--- src/rtl/writeback_sequencer_pkg.sv ---
// Processor-wide constants and types shared by the write-back path.
// Holds the register-bank geometry, the buffered load entry, and a one-hot register decode.
package writeback_sequencer_pkg;

  localparam int REG_ADDR_W = 4;
  localparam int DATA_W     = 32;
  localparam int NUM_REGS   = 16;
  localparam int ONEHOT_W   = NUM_REGS;

  typedef struct packed {
    logic [REG_ADDR_W-1:0] wc;
    logic [DATA_W-1:0]     data;
  } wb_entry_t;

  function automatic logic [ONEHOT_W-1:0] reg_onehot(input logic [REG_ADDR_W-1:0] addr);
    logic [ONEHOT_W-1:0] v;
    v       = '0;
    v[addr] = 1'b1;
    return v;
  endfunction

endpackage

--- src/rtl/writeback_sequencer_fifo.sv ---
// Load-result FIFO: storage, pointers, occupancy count and the pending-destination mask.
// Each entry carries its own valid bit so the mask covers only live entries.
module wb_fifo
  import writeback_sequencer_pkg::*;
#(
  parameter int DEPTH = 4,
  parameter int PTR_W = 2
) (
  input  logic                  clk,
  input  logic                  rst_n,
  input  logic                  push,
  input  logic [REG_ADDR_W-1:0] push_wc,
  input  logic [DATA_W-1:0]     push_data,
  input  logic                  pop,
  output logic [REG_ADDR_W-1:0] head_wc,
  output logic [DATA_W-1:0]     head_data,
  output logic [PTR_W:0]        count,
  output logic                  full,
  output logic [ONEHOT_W-1:0]   pend
);

  localparam logic [PTR_W:0] FULL_CNT = DEPTH[PTR_W:0];

  wb_entry_t        mem [DEPTH];
  logic [DEPTH-1:0] valid;
  logic [PTR_W-1:0] rd_ptr;
  logic [PTR_W-1:0] wr_ptr;

  assign full      = (count == FULL_CNT);
  assign head_wc   = mem[rd_ptr].wc;
  assign head_data = mem[rd_ptr].data;

  always_ff @(posedge clk or negedge rst_n) begin
    if (!rst_n) begin
      rd_ptr <= '0;
      wr_ptr <= '0;
      count  <= '0;
      valid  <= '0;
    end else begin
      // Clear before set: on a full push+pop both pointers share a slot and it must stay live.
      if (pop) begin
        valid[rd_ptr] <= 1'b0;
        rd_ptr        <= rd_ptr + 1'b1;
      end
      if (push) begin
        valid[wr_ptr] <= 1'b1;
        wr_ptr        <= wr_ptr + 1'b1;
      end
      if (push && !pop)      count <= count + 1'b1;
      else if (pop && !push) count <= count - 1'b1;
    end
  end

  always_ff @(posedge clk) begin
    if (push) mem[wr_ptr] <= '{wc: push_wc, data: push_data};
  end

  always_comb begin
    pend = '0;
    for (int i = 0; i < DEPTH; i++) begin
      if (valid[i]) pend = pend | reg_onehot(mem[i].wc);
    end
  end

endmodule

--- src/rtl/writeback_sequencer.sv ---
// Write-side initiator for the 16x32 register bank: arbitrates ALU results against buffered
// loads, issues at most one registered write per cycle, and keeps per-register write order.
module writeback_sequencer
  import writeback_sequencer_pkg::*;
#(
  parameter int DEPTH = 4,
  parameter int PTR_W = 2
) (
  input  logic                  clk,
  input  logic                  rst_n,
  input  logic                  alu_valid,
  input  logic [REG_ADDR_W-1:0] alu_wc,
  input  logic [DATA_W-1:0]     alu_data,
  output logic                  alu_ready,
  input  logic                  mem_valid,
  input  logic [REG_ADDR_W-1:0] mem_wc,
  input  logic [DATA_W-1:0]     mem_data,
  output logic                  mem_ready,
  output logic [REG_ADDR_W-1:0] wc,
  output logic [DATA_W-1:0]     wpc,
  output logic                  w_rb,
  output logic [ONEHOT_W-1:0]   pend
);

  // Handshake: a result transfers on a rising edge where valid && ready; the producer holds
  // valid, wc and data stable until then. Both readies are forced low while rst_n is low.

  logic [REG_ADDR_W-1:0] head_wc;
  logic [DATA_W-1:0]     head_data;
  logic [PTR_W:0]        count;
  logic                  full;
  logic                  conflict;
  logic                  pop;
  logic                  push;
  logic                  alu_accept;

  // An older load to the ALU's destination must land first, so it blocks the ALU.
  assign conflict   = alu_valid && pend[alu_wc];
  assign pop        = (count != '0) && (!alu_valid || full || conflict);
  assign alu_ready  = rst_n && !full && !conflict;
  assign mem_ready  = rst_n && (!full || pop);
  assign alu_accept = alu_valid && alu_ready;
  assign push       = mem_valid && mem_ready;

  wb_fifo #(
    .DEPTH(DEPTH),
    .PTR_W(PTR_W)
  ) u_fifo (
    .clk       (clk),
    .rst_n     (rst_n),
    .push      (push),
    .push_wc   (mem_wc),
    .push_data (mem_data),
    .pop       (pop),
    .head_wc   (head_wc),
    .head_data (head_data),
    .count     (count),
    .full      (full),
    .pend      (pend)
  );

  always_ff @(posedge clk or negedge rst_n) begin
    if (!rst_n) begin
      w_rb <= 1'b0;
      wc   <= '0;
      wpc  <= '0;
    end else if (alu_accept) begin
      w_rb <= 1'b1;
      wc   <= alu_wc;
      wpc  <= alu_data;
    end else if (pop) begin
      w_rb <= 1'b1;
      wc   <= head_wc;
      wpc  <= head_data;
    end else begin
      w_rb <= 1'b0;
    end
  end

endmodule

--- config.mk ---
export PLATFORM = sky130hd
export DESIGN_NAME = writeback_sequencer
export DESIGN_NICKNAME = d
export VERILOG_FILES = /design/src/rtl/writeback_sequencer_pkg.sv /design/src/rtl/writeback_sequencer_fifo.sv /design/src/rtl/writeback_sequencer.sv
export SDC_FILE = /design/constraint.sdc
export NUM_CORES = 1
export LEC_CHECK = 0
export ABC_AREA = 1
export CORE_ASPECT_RATIO = 1.4
export CORE_MARGIN = 2
export CORE_UTILIZATION = 49
export CTS_CLUSTER_DIAMETER = 200
export DETAILED_ROUTE_END_ITERATION = 7
export PLACE_DENSITY = 0.73
export SYNTH_ARGS = -nofsm -noshare
export SYNTH_HDL_FRONTEND = slang
export SYNTH_SLANG_ARGS = --single-unit
--- constraint.sdc ---
create_clock -name clk -period 2.8 [get_ports clk]
set_input_delay 0.56 -clock clk [delete_from_list [all_inputs] [get_ports clk]]
set_output_delay 0.56 -clock clk [all_outputs]
set_load 0.01 [all_outputs]
==> impl_summary.txt, run 1 <==
----------------------------------------------------
[Hold path]
  Endpoint, Worst Hold ... wc[0]
  HP Class ... flip-flop to flip-flop
  Worst hold path stage count ... 2
  Hold wc startpoint ... wc[0]

[Placement]
  Placed Cells incl. Taps ... around 1300
  Final weighted congestion in routability-driven placement ... slightly above 0.9
  Setup slack after placement ... -0.144 ns
  Number of I/O port buffers ... between 100 and 150
  Half-perimeter wire length of the detailed placement result ... ~16000 um

[Die]
  Core area ... approximately 18000 um2
  I/O pin cnt ... around 130
  Die width ... roughly 120 um
  Chip height ... between 150 and 200 um
  Row count ... 58
  Starting density of the core ... approximately 50%
  Die area ... 19200 um2

[Clock network]
  CTS tree ... built
  Clock latency at the later pin of the worst-skew pair ... between 0.4 and 0.5 ns
  Number of levels the H-tree was split into ... 4
  Bufs on Longest Clock Path ... 2
  CTS buffer count ... 17
  Clk Tree Root Cell ... sky130_fd_sc_hd__clkbuf_16
  Clock transition at the registers of the reported paths ... roughly 0.070 ns
  Count of clock tree sinks ... between 150 and 200

[Global routing]
  M2 GR Usage ... between 40% and 50%
  Peak-usage layer in the global routing report ... met2
  Global route overflow ... 0
  Largest net degree at the start of global routing ... roughly 70
  Met3 GRT Util ... 3.49%
  Global-route track usage on met1 ... 29.7%
  Total routing resource utilization after global routing ... 24.4%
  Vias in the first global route ... a little under 7000
  Initial antenna violation count ... 0
  Wire length of the first global-routing pass ... ~36000 um

[Power and ir drop]
  Comb pwr share ... around two fifths
  Share of total power in sequential cells ... 38.9%
  Reported net switching power ... 0.00387 W
  Internal power ... 0.00648 W
  Share of total power consumed by net switching ... 37.4%
  Total power divided by cell area ... approximately 910 nW/um2
  Leakage ... between 4 and 5 nW
  Fraction of power consumed by the clock network ... a little over a fifth
  Worst vdd ir ... 0.487 mV

[Outcome]
  Run status ... completed

[STA]
  Final Slew Violations ... 0
  Share of the cycle needed by the critical path after routing ... between 90% and 100%
  Worst Max-Slew Pin Slew ... roughly 0.74 ns
  Clock tree skew after final layout ... around 0.0078 ns
  Final worst path period need ... approximately 2.7 ns
  Worst relative slew slack ... between 50% and 60%
  Setup ws final ... ~0.064 ns
  Number of hold violations in the final report ... 0
  Fmax ... roughly 0.37 GHz
  Unrepaired setup endpoints after global routing ... yes
  Final setup violation count ... 0

[Worst setup path]
  Longest individual stage delay on the worst path ... 0.56 ns
  Number of buffer and inverter stages on the critical path ... 2
  Origin of the critical flop-to-flop path ... u_fifo.mem[2][33]
  Category of the worst setup path capture point ... flip-flop
  Register-to-Register Path Depth ... 18
  Crit-path slowest cell ... sky130_fd_sc_hd__edfxtp_1
  Data required, critical path ... 3.11 ns
  Cells traversed along the worst timing path ... inv_2 > nand3_4 > nor2_1 > nor2_2 > nand3_1 > nand2_1 > nand2_1 > nand3_1 > nand3_2 > nand2_2 > nand3_2 > nand2_2 > ha_2 > inv_2 > fa_2 > a21oi_2 > o21ai_2 > xor2_1
  CP Class ... flip-flop to flip-flop
  Worst-case register-to-register setup slack ... 0.06 ns
  CP delay by family, top ... simple AND/OR/NAND/NOR gates
  Destination of the worst register-to-register timing path ... u_fifo.count[2]
  Arrival time at the worst endpoint ... just over 3 ns
  Highest fanout seen on the critical path ... 8
  Type of element launching the critical path ... flip-flop

[Synthesis]
  Area contributors post-synth ... sky130_fd_sc_hd__edfxtp_1 49%, sky130_fd_sc_hd__dfrtp_1 14%, sky130_fd_sc_hd__nand2_1 9.6%, sky130_fd_sc_hd__nor2_1 6.3%, sky130_fd_sc_hd__nand3_1 4.3%
  Mean Syn Cell Area ... around 9.6 um2
  Share of the yosys chip area belonging to registers ... roughly 62%
  Total number of yosys warnings ... 0
  Most used standard cells in the synthesized netlist ... 227 x sky130_fd_sc_hd__nand2_1, 149 x sky130_fd_sc_hd__nor2_1, 144 x sky130_fd_sc_hd__edfxtp_1, 77 x sky130_fd_sc_hd__nand3_1, 70 x sky130_fd_sc_hd__o21ai_0
  Netlist area before placement ... between 8000 and 9000 um2
  Count of state elements after synthesis ... roughly 190
  Number of cells produced by synthesis ... 923
  EDFF count, synth ... roughly 140
  Share of the synthesized area in the top cell type ... between 40% and 50%
  Number of library cell types mapped by synthesis ... 27
  Library cell with the highest instance count after synthesis ... sky130_fd_sc_hd__nand2_1
  Async S/R FF share, synth ... 25.0%
  Net count after synthesis ... between 1000 and 1500
  Library cell with the largest summed area after synthesis ... sky130_fd_sc_hd__edfxtp_1
  Leading register cell type out of synthesis ... sky130_fd_sc_hd__edfxtp_1

[Routing]
  Total length of routed wires ... roughly 23000 um
  WL/cell ... ~18 um
  Number of detailed-route iterations in the first pass ... 6
  Number of nets with antenna violations after detailed routing ... 0
  Vias per Instance ... roughly 5.5
  Total vias in the final route ... about 7000
  Final routed DRC violation total ... 0
  DRT iter0 DRCs ... ~680

[Cells and area]
  Filler-free cell count of the finished design ... roughly 1300
  P&R area growth vs syn ... 27.9%
  Number of nets at the end of the flow ... roughly 1100
  Final cell utilization of the core ... 63.7%
  Antenna diode count ... 0
  Fraction of layout cells with a size suffix above 1 ... roughly an eighth

[Job]
  Reported max-cap violation count ... 0

----------------------------------------------------
-- per-layer routing --
metal,vias up,share of wire [%]
met2,236,53
met5,-,0
met4,0,2.7
met1,3459,41
met3,40,3.8
li1,3442,-
-- worst max-delay path by stage --
stage,slack (ns),to,depth (start not counted),start
after floorplan,0.03,u_fifo.count[2],17,alu_wc[0]
after global placement,-0.12,u_fifo.count[2],16,alu_wc[0]
after detailed placement,-0.14,u_fifo.count[2],16,alu_wc[0]
after CTS,0.01,alu_ready,13,u_fifo.mem[2][33]
after global routing,-0.12,u_fifo.count[2],18,u_fifo.mem[0][33]
final,0.06,u_fifo.count[2],18,u_fifo.mem[2][33]
-- timing repair --
| action | CTS | global route |
|---|---|---|
| hold buffers | 1 | 0 |
| setup endpoints to repair | 1 | 40 |
| buffers inserted | 3 | 9 |
| gates resized for setup | 19 | 33 |
| pin swaps | 2 | 21 |
| endpoints found under the hold margin | 2 | 0 |
| cloned | 0 | 0 |
-- cell usage in the layout (no fill, tap or decap), types with 29 or more instances in the layout --
cell type	instances
sky130_fd_sc_hd__o22ai_1	32
sky130_fd_sc_hd__inv_1	29
sky130_fd_sc_hd__buf_4	30
sky130_fd_sc_hd__nor2_1	134
sky130_fd_sc_hd__clkdlybuf4s50_1	127
sky130_fd_sc_hd__dfrtp_1	45
sky130_fd_sc_hd__nand4_1	43
sky130_fd_sc_hd__o21ai_0	69
sky130_fd_sc_hd__nand2_1	220
sky130_fd_sc_hd__edfxtp_1	144
sky130_fd_sc_hd__nand3_1	69
-- cells by family (layout without fill, tap and decap cells) --
kind of cell	Yosys count	in the layout	synth area share, %
adders and majority gates	10	10	1.49
muxes	1	1	0.127
DFF	192	192	62.2
and+or+nand+nor	503	503	24.0
buffers and inverters	97	245	4.81
xor gates and xnor gates	4	4	0.394
AOI/OAI and AO/OA	116	116	7.01
-- layout make-up --
| type | count | area [um2] |
|---|---|---|
| Clock buffer | 17 | 425 |
| Clock inverter | 15 | 130 |
| Fill cell | 1500 | 6490 |
| Inverter | 39 | 146 |
| Multi-Input combinational cell | 634 | 3070 |
| Sequential cell | 192 | 5530 |
| Tap cell | 240 | 300 |
| Timing Repair Buffer | 174 | 1760 |
-- registers in the layout, summed over array words and instances (netlist names) --
signal,cells
w_rb,1
u_fifo.rd_ptr,2
wpc,32
u_fifo.mem,144
u_fifo.wr_ptr,2
u_fifo.valid,4
wc,4
u_fifo.count,3
-- power groups by stage --
stage / Combinational, W / Sequential (W) / Clock [W]
2_1_floorplan: 0.00231 / 0.00406 / 0
3_3_place_gp: 0.00391 / 0.00406 / 0
3_5_place_dp: 0.00399 / 0.00407 / 0
4_1_cts: 0.00401 / 0.00401 / 0.00230
5_1_grt: 0.00452 / 0.00408 / 0.00240
6_report: 0.00406 / 0.00403 / 0.00226
-- through the flow --
stage	hold WS, ns	instance area, um2	TNS (ns)	power (W)
final	0.506	11400	0	0.0103
after global routing	0.512	11400	-1.04	0.0110
after detailed placement	0.421	10600	-0.762	0.00806
after global placement	0.416	10600	-0.233	0.00796
after floorplan	0.264	8890	0	0.00637
after CTS	0.492	11200	0	0.0103
-- worst register-to-register path, cell delays in order, from the launching register on --
cell and delay [ns]:
sky130_fd_sc_hd__edfxtp_1 0.56, sky130_fd_sc_hd__inv_2 0.09, sky130_fd_sc_hd__nand3_4 0.08, sky130_fd_sc_hd__nor2_1 0.06
sky130_fd_sc_hd__nor2_2 0.18, sky130_fd_sc_hd__nand3_1 0.09, sky130_fd_sc_hd__nand2_1 0.07, sky130_fd_sc_hd__nand2_1 0.05
sky130_fd_sc_hd__nand3_1 0.10, sky130_fd_sc_hd__nand3_2 0.12, sky130_fd_sc_hd__nand2_2 0.10, sky130_fd_sc_hd__nand3_2 0.08
sky130_fd_sc_hd__nand2_2 0.07, sky130_fd_sc_hd__ha_2 0.17, sky130_fd_sc_hd__inv_2 0.04, sky130_fd_sc_hd__fa_2 0.36
sky130_fd_sc_hd__a21oi_2 0.17, sky130_fd_sc_hd__o21ai_2 0.08, sky130_fd_sc_hd__xor2_1 0.15
Power figures use the tool's default switching activity.
==> run 2, diff against run 1 <==
--- a/config.mk
+++ b/config.mk
@@ -8,10 +8,12 @@
 export ABC_AREA = 1
 export CORE_ASPECT_RATIO = 1.4
 export CORE_MARGIN = 2
-export CORE_UTILIZATION = 49
+export CORE_UTILIZATION = 51
+export CTS_BUF_LIST = sky130_fd_sc_hd__clkbuf_8
 export CTS_CLUSTER_DIAMETER = 200
 export DETAILED_ROUTE_END_ITERATION = 7
-export PLACE_DENSITY = 0.73
+export GPL_ROUTABILITY_DRIVEN = 0
+export PLACE_DENSITY = 0.76
 export SYNTH_ARGS = -nofsm -noshare
 export SYNTH_HDL_FRONTEND = slang
 export SYNTH_SLANG_ARGS = --single-unit
==> run 2 against run 1 <==
  * The flow now finishes with violations (setup timing)
  * Register-to-register slack lost 0.03 ns
  * Power shrank 4.1%
  * Clock power is 20% lower
  * Clock skew up 0.013 ns
  * Count of clock-buffer cells in the layout stayed put
  * Cell count is 0.46% higher
  * Core utilization up 1.8 points
  * Critical endpoint is now alu_ready
  * Critical path depth fell by 4
  * First-iteration DRC count down 5.1%
  * Highest routed layer unchanged
  * Largest cell class unchanged
==> impl_summary.txt, run 2 (synthesis gave the netlist of run 1 again) <==
----------------------------------------------------
[Outcome]
  Run status ... finished, violations left
  Violations in the final reports ... setup timing

[Cells and area]
  Registers with the most flip-flops ... u_fifo.mem x144, wpc x32
  Fraction of layout cells with a size suffix above 1 ... 12.2% (+0.36 points)
  Number of fillers in the final layout ... 1330 (-11%)
  Top library cells by usage in the layout, fill and taps aside ... 224 x sky130_fd_sc_hd__nand2_1, 144 x sky130_fd_sc_hd__edfxtp_1, 137 x sky130_fd_sc_hd__nor2_1, 123 x sky130_fd_sc_hd__clkdlybuf4s50_1, 69 x sky130_fd_sc_hd__o21ai_0
  Post-route cell area ... 11200 um2 (-1.0%)
  Number of flip-flops under the largest register name ... 144 (unchanged)
  Most common cell after layout, fill and taps aside ... sky130_fd_sc_hd__nand2_1
  Final cell utilization of the core ... 65.4% (+1.8 points)
  Reg with most FFs ... u_fifo.mem
  P&R area growth vs syn ... 26.6%
  Number of nets at the end of the flow ... 1153 (+0.79%)

[Worst setup path]
  Origin of the critical flop-to-flop path ... u_fifo.mem[1][33]
  Crit. Startpoint ... u_fifo.mem[0][34]
  CP Class ... flip-flop to output port
  Type of element launching the critical path ... flip-flop
  Arrival time at the worst endpoint ... 2.27 ns (-0.77 ns)
  Highest fanout seen on the critical path ... 5 (-3)
  Category of the worst setup path capture point ... output port
  Data required, critical path ... 2.24 ns (-0.87 ns)

[Die]
  Row count ... 57 (-1.7%)
  Starting density of the core ... 51.7% (+1.9 points)
  Die width ... 116 um (-1.9%)
  Die area ... 18500 um2 (-3.8%)
  I/O pin cnt ... 131 (unchanged)
  Chip height ... 160 um (-1.9%)
  Core area ... 17200 um2 (-3.7%)

[Power and ir drop]
  Reported net switching power ... 0.00386 W (about the same)
  Share of total power consumed by net switching ... 39.0% (+1.6 points)
  Worst vdd ir ... 0.653 mV (+34%)
  Share of total power in sequential cells ... 40.5% (+1.6 points)
  Leakage ... 4.60 nW (+0.19%)
  Total power divided by cell area ... 882 nW/um2 (-3.1%)
  Fraction of power consumed by the clock network ... 18.3% (-3.5 points)
  Comb pwr share ... 41.2% (+1.9 points)
  Internal power ... 0.00605 W (-6.5%)

[Routing]
  Number of nets with antenna violations after detailed routing ... 0 (unchanged)
  DRT iter0 DRCs ... 649 (-5.1%)
  Vias per Instance ... 5.54 (+1.3%)
  Number of detailed-route iterations in the first pass ... 5 (-1)
  Total vias in the final route ... 7300 (+1.7%)
  Total length of routed wires ... 23300 um (-0.76%)
  WL/cell ... 17.7 um (-1.2%)
  Final routed DRC violation total ... 0 (unchanged)

[Clock network]
  Clock latency at the later pin of the worst-skew pair ... 0.46 ns (+0.04 ns)
  Count of clock tree sinks ... 192 (unchanged)
  Clk Tree Root Cell ... sky130_fd_sc_hd__clkbuf_8
  Number of levels the H-tree was split into ... 4 (unchanged)
  Clock transition at the registers of the reported paths ... 0.10 ns (+0.03 ns)
  Bufs on Longest Clock Path ... 2 (unchanged)
  CTS tree ... built
  CTS buffer count ... 17 (unchanged)

[STA]
  Number of hold violations in the final report ... 0 (unchanged)
  Share of the cycle needed by the critical path after routing ... 101% (+3.4 points)
  Final worst path period need ... 2.83 ns (+0.0939 ns)
  Clock tree skew after final layout ... 0.0206 ns (+0.0129 ns)
  Worst hold slack after final layout ... 0.497 ns (-0.00909 ns)
  Unrepaired setup endpoints after global routing ... yes
  Setup TNS Final ... -0.0303 ns (-0.0303 ns)
  Fmax ... 0.353 GHz (-3.3%)
  Final Slew Violations ... 0 (unchanged)
  Setup ws final ... -0.0303 ns (-0.0939 ns)
  Final setup violation count ... 1 (+1)
  Worst relative slew slack ... 50.9% (+0.39 points)
  Worst Max-Slew Pin Slew ... 0.736 ns (-0.00659 ns)

[Global routing]
  Peak-usage layer in the global routing report ... met2
  Global-route track usage on met1 ... 31.1% (+1.4 points)
  Total routing resource utilization after global routing ... 25.2% (+0.82 points)
  Initial antenna violation count ... 1 (+1)
  Wire length of the first global-routing pass ... 35600 um (-2.1%)
  Largest net degree at the start of global routing ... 71 (unchanged)
  Global route overflow ... 0 (unchanged)
  Vias in the first global route ... 6787 (-2.0%)
  Met3 GRT Util ... 3.34% (-0.15 points)
  M2 GR Usage ... 43.8% (+0.15 points)

[Placement]
  Number of I/O port buffers ... 130 (unchanged)
  Setup slack after placement ... -0.136 ns (+0.00836 ns)
  Half-perimeter wire length of the detailed placement result ... 15200 um (-3.2%)
  Instance area after placement ... 10500 um2 (-0.52%)

[Job]
  Reported max-cap violation count ... 0 (unchanged)

[Hold path]
  HP Class ... input port to async pin

----------------------------------------------------
==> run 2: changes by cell type in the layout (fill, tap and decap cells not counted), sizes merged <==
cell | before | now
bufinv | 0 | 1
diode | 0 | 1
clkinv | 12 | 10
clkdlybuf4s50 | 127 | 123
buf | 46 | 56
inv | 40 | 41
dlymetal6s2s | 0 | 3
==> run 2: stage by stage <==
step | instances | power (W)
floorplan | 923 | 0.00637
global placement | 1262 | 0.00792
detailed placement | 1262 | 0.00803
CTS | 1300 | 0.00984
global route | 1317 | 0.0106
finish | 1317 | 0.00992
==> run 2: path summary, 6_finish.rpt <==
check                      depth (start not counted)  slack (ns)         endpoint
setup / recovery                                  14       -0.03        alu_ready
max in group asynchronous                          3        1.56  u_fifo.valid[1]
hold / removal                                     2        0.50  u_fifo.count[0]
hold reg to reg                                    2        0.52            wc[1]
min in group clk                                   2        0.52            wc[1]
setup reg to reg                                  19        0.03  u_fifo.count[2]
==> run 2: cell type report <==
type | instances | area [um2] | area share [%]
antenna | 1 | 2.50 | 0.0222
clock buffer | 17 | 234 | 2.08
clock inverter | 15 | 170 | 1.51
inverter | 39 | 146 | 1.30
multi-input combinational | 634 | 3090 | 27.4
sequential | 192 | 5530 | 49.2
tap | 236 | 295 | 2.63
timing repair buffer | 183 | 1780 | 15.9
==> run 2: worst max-delay path: stages, from the launching register on <==
cell                       delay (ns)
sky130_fd_sc_hd__edfxtp_1        0.47
sky130_fd_sc_hd__buf_4           0.18
sky130_fd_sc_hd__nor2_4          0.14
sky130_fd_sc_hd__nand4_1         0.12
sky130_fd_sc_hd__nand2_2         0.13
sky130_fd_sc_hd__nor2_2          0.05
sky130_fd_sc_hd__nand2_1         0.05
sky130_fd_sc_hd__nand2_1         0.05
sky130_fd_sc_hd__nand2_1         0.06
sky130_fd_sc_hd__nand3_1         0.13
sky130_fd_sc_hd__nand3_4         0.11
sky130_fd_sc_hd__nand3_2         0.09
sky130_fd_sc_hd__nand2_2         0.08
sky130_fd_sc_hd__inv_2           0.04
sky130_fd_sc_hd__buf_6           0.11
==> run 2: routing by layer <==
metal  vias to the layer above  wire (um)
met5                         -          0
met4                         0        783
met3                        50       1310
met2                       301      12400
met1                      3485       8830
li1                       3464          -
==> run 2: repair_timing <==
| action | 4_1_cts | 5_1_grt |
|---|---|---|
| gates resized for setup | 18 | 36 |
| buffers inserted | 5 | 16 |
| hold buffers | 1 | 0 |
| pin swaps | 5 | 31 |
| setup endpoints to repair | 1 | 41 |
| endpoints found under the hold margin | 2 | 0 |
==> run 2: power groups by stage <==
| stage | combinational, W | clock [W] | sequential, W |
|---|---|---|---|
| after floorplan | 0.00231 | 0 | 0.00406 |
| after global placement | 0.00388 | 0 | 0.00404 |
| after detailed placement | 0.00397 | 0 | 0.00406 |
| after CTS | 0.00401 | 0.00183 | 0.00400 |
| after global routing | 0.00455 | 0.00196 | 0.00406 |
| final | 0.00409 | 0.00181 | 0.00402 |
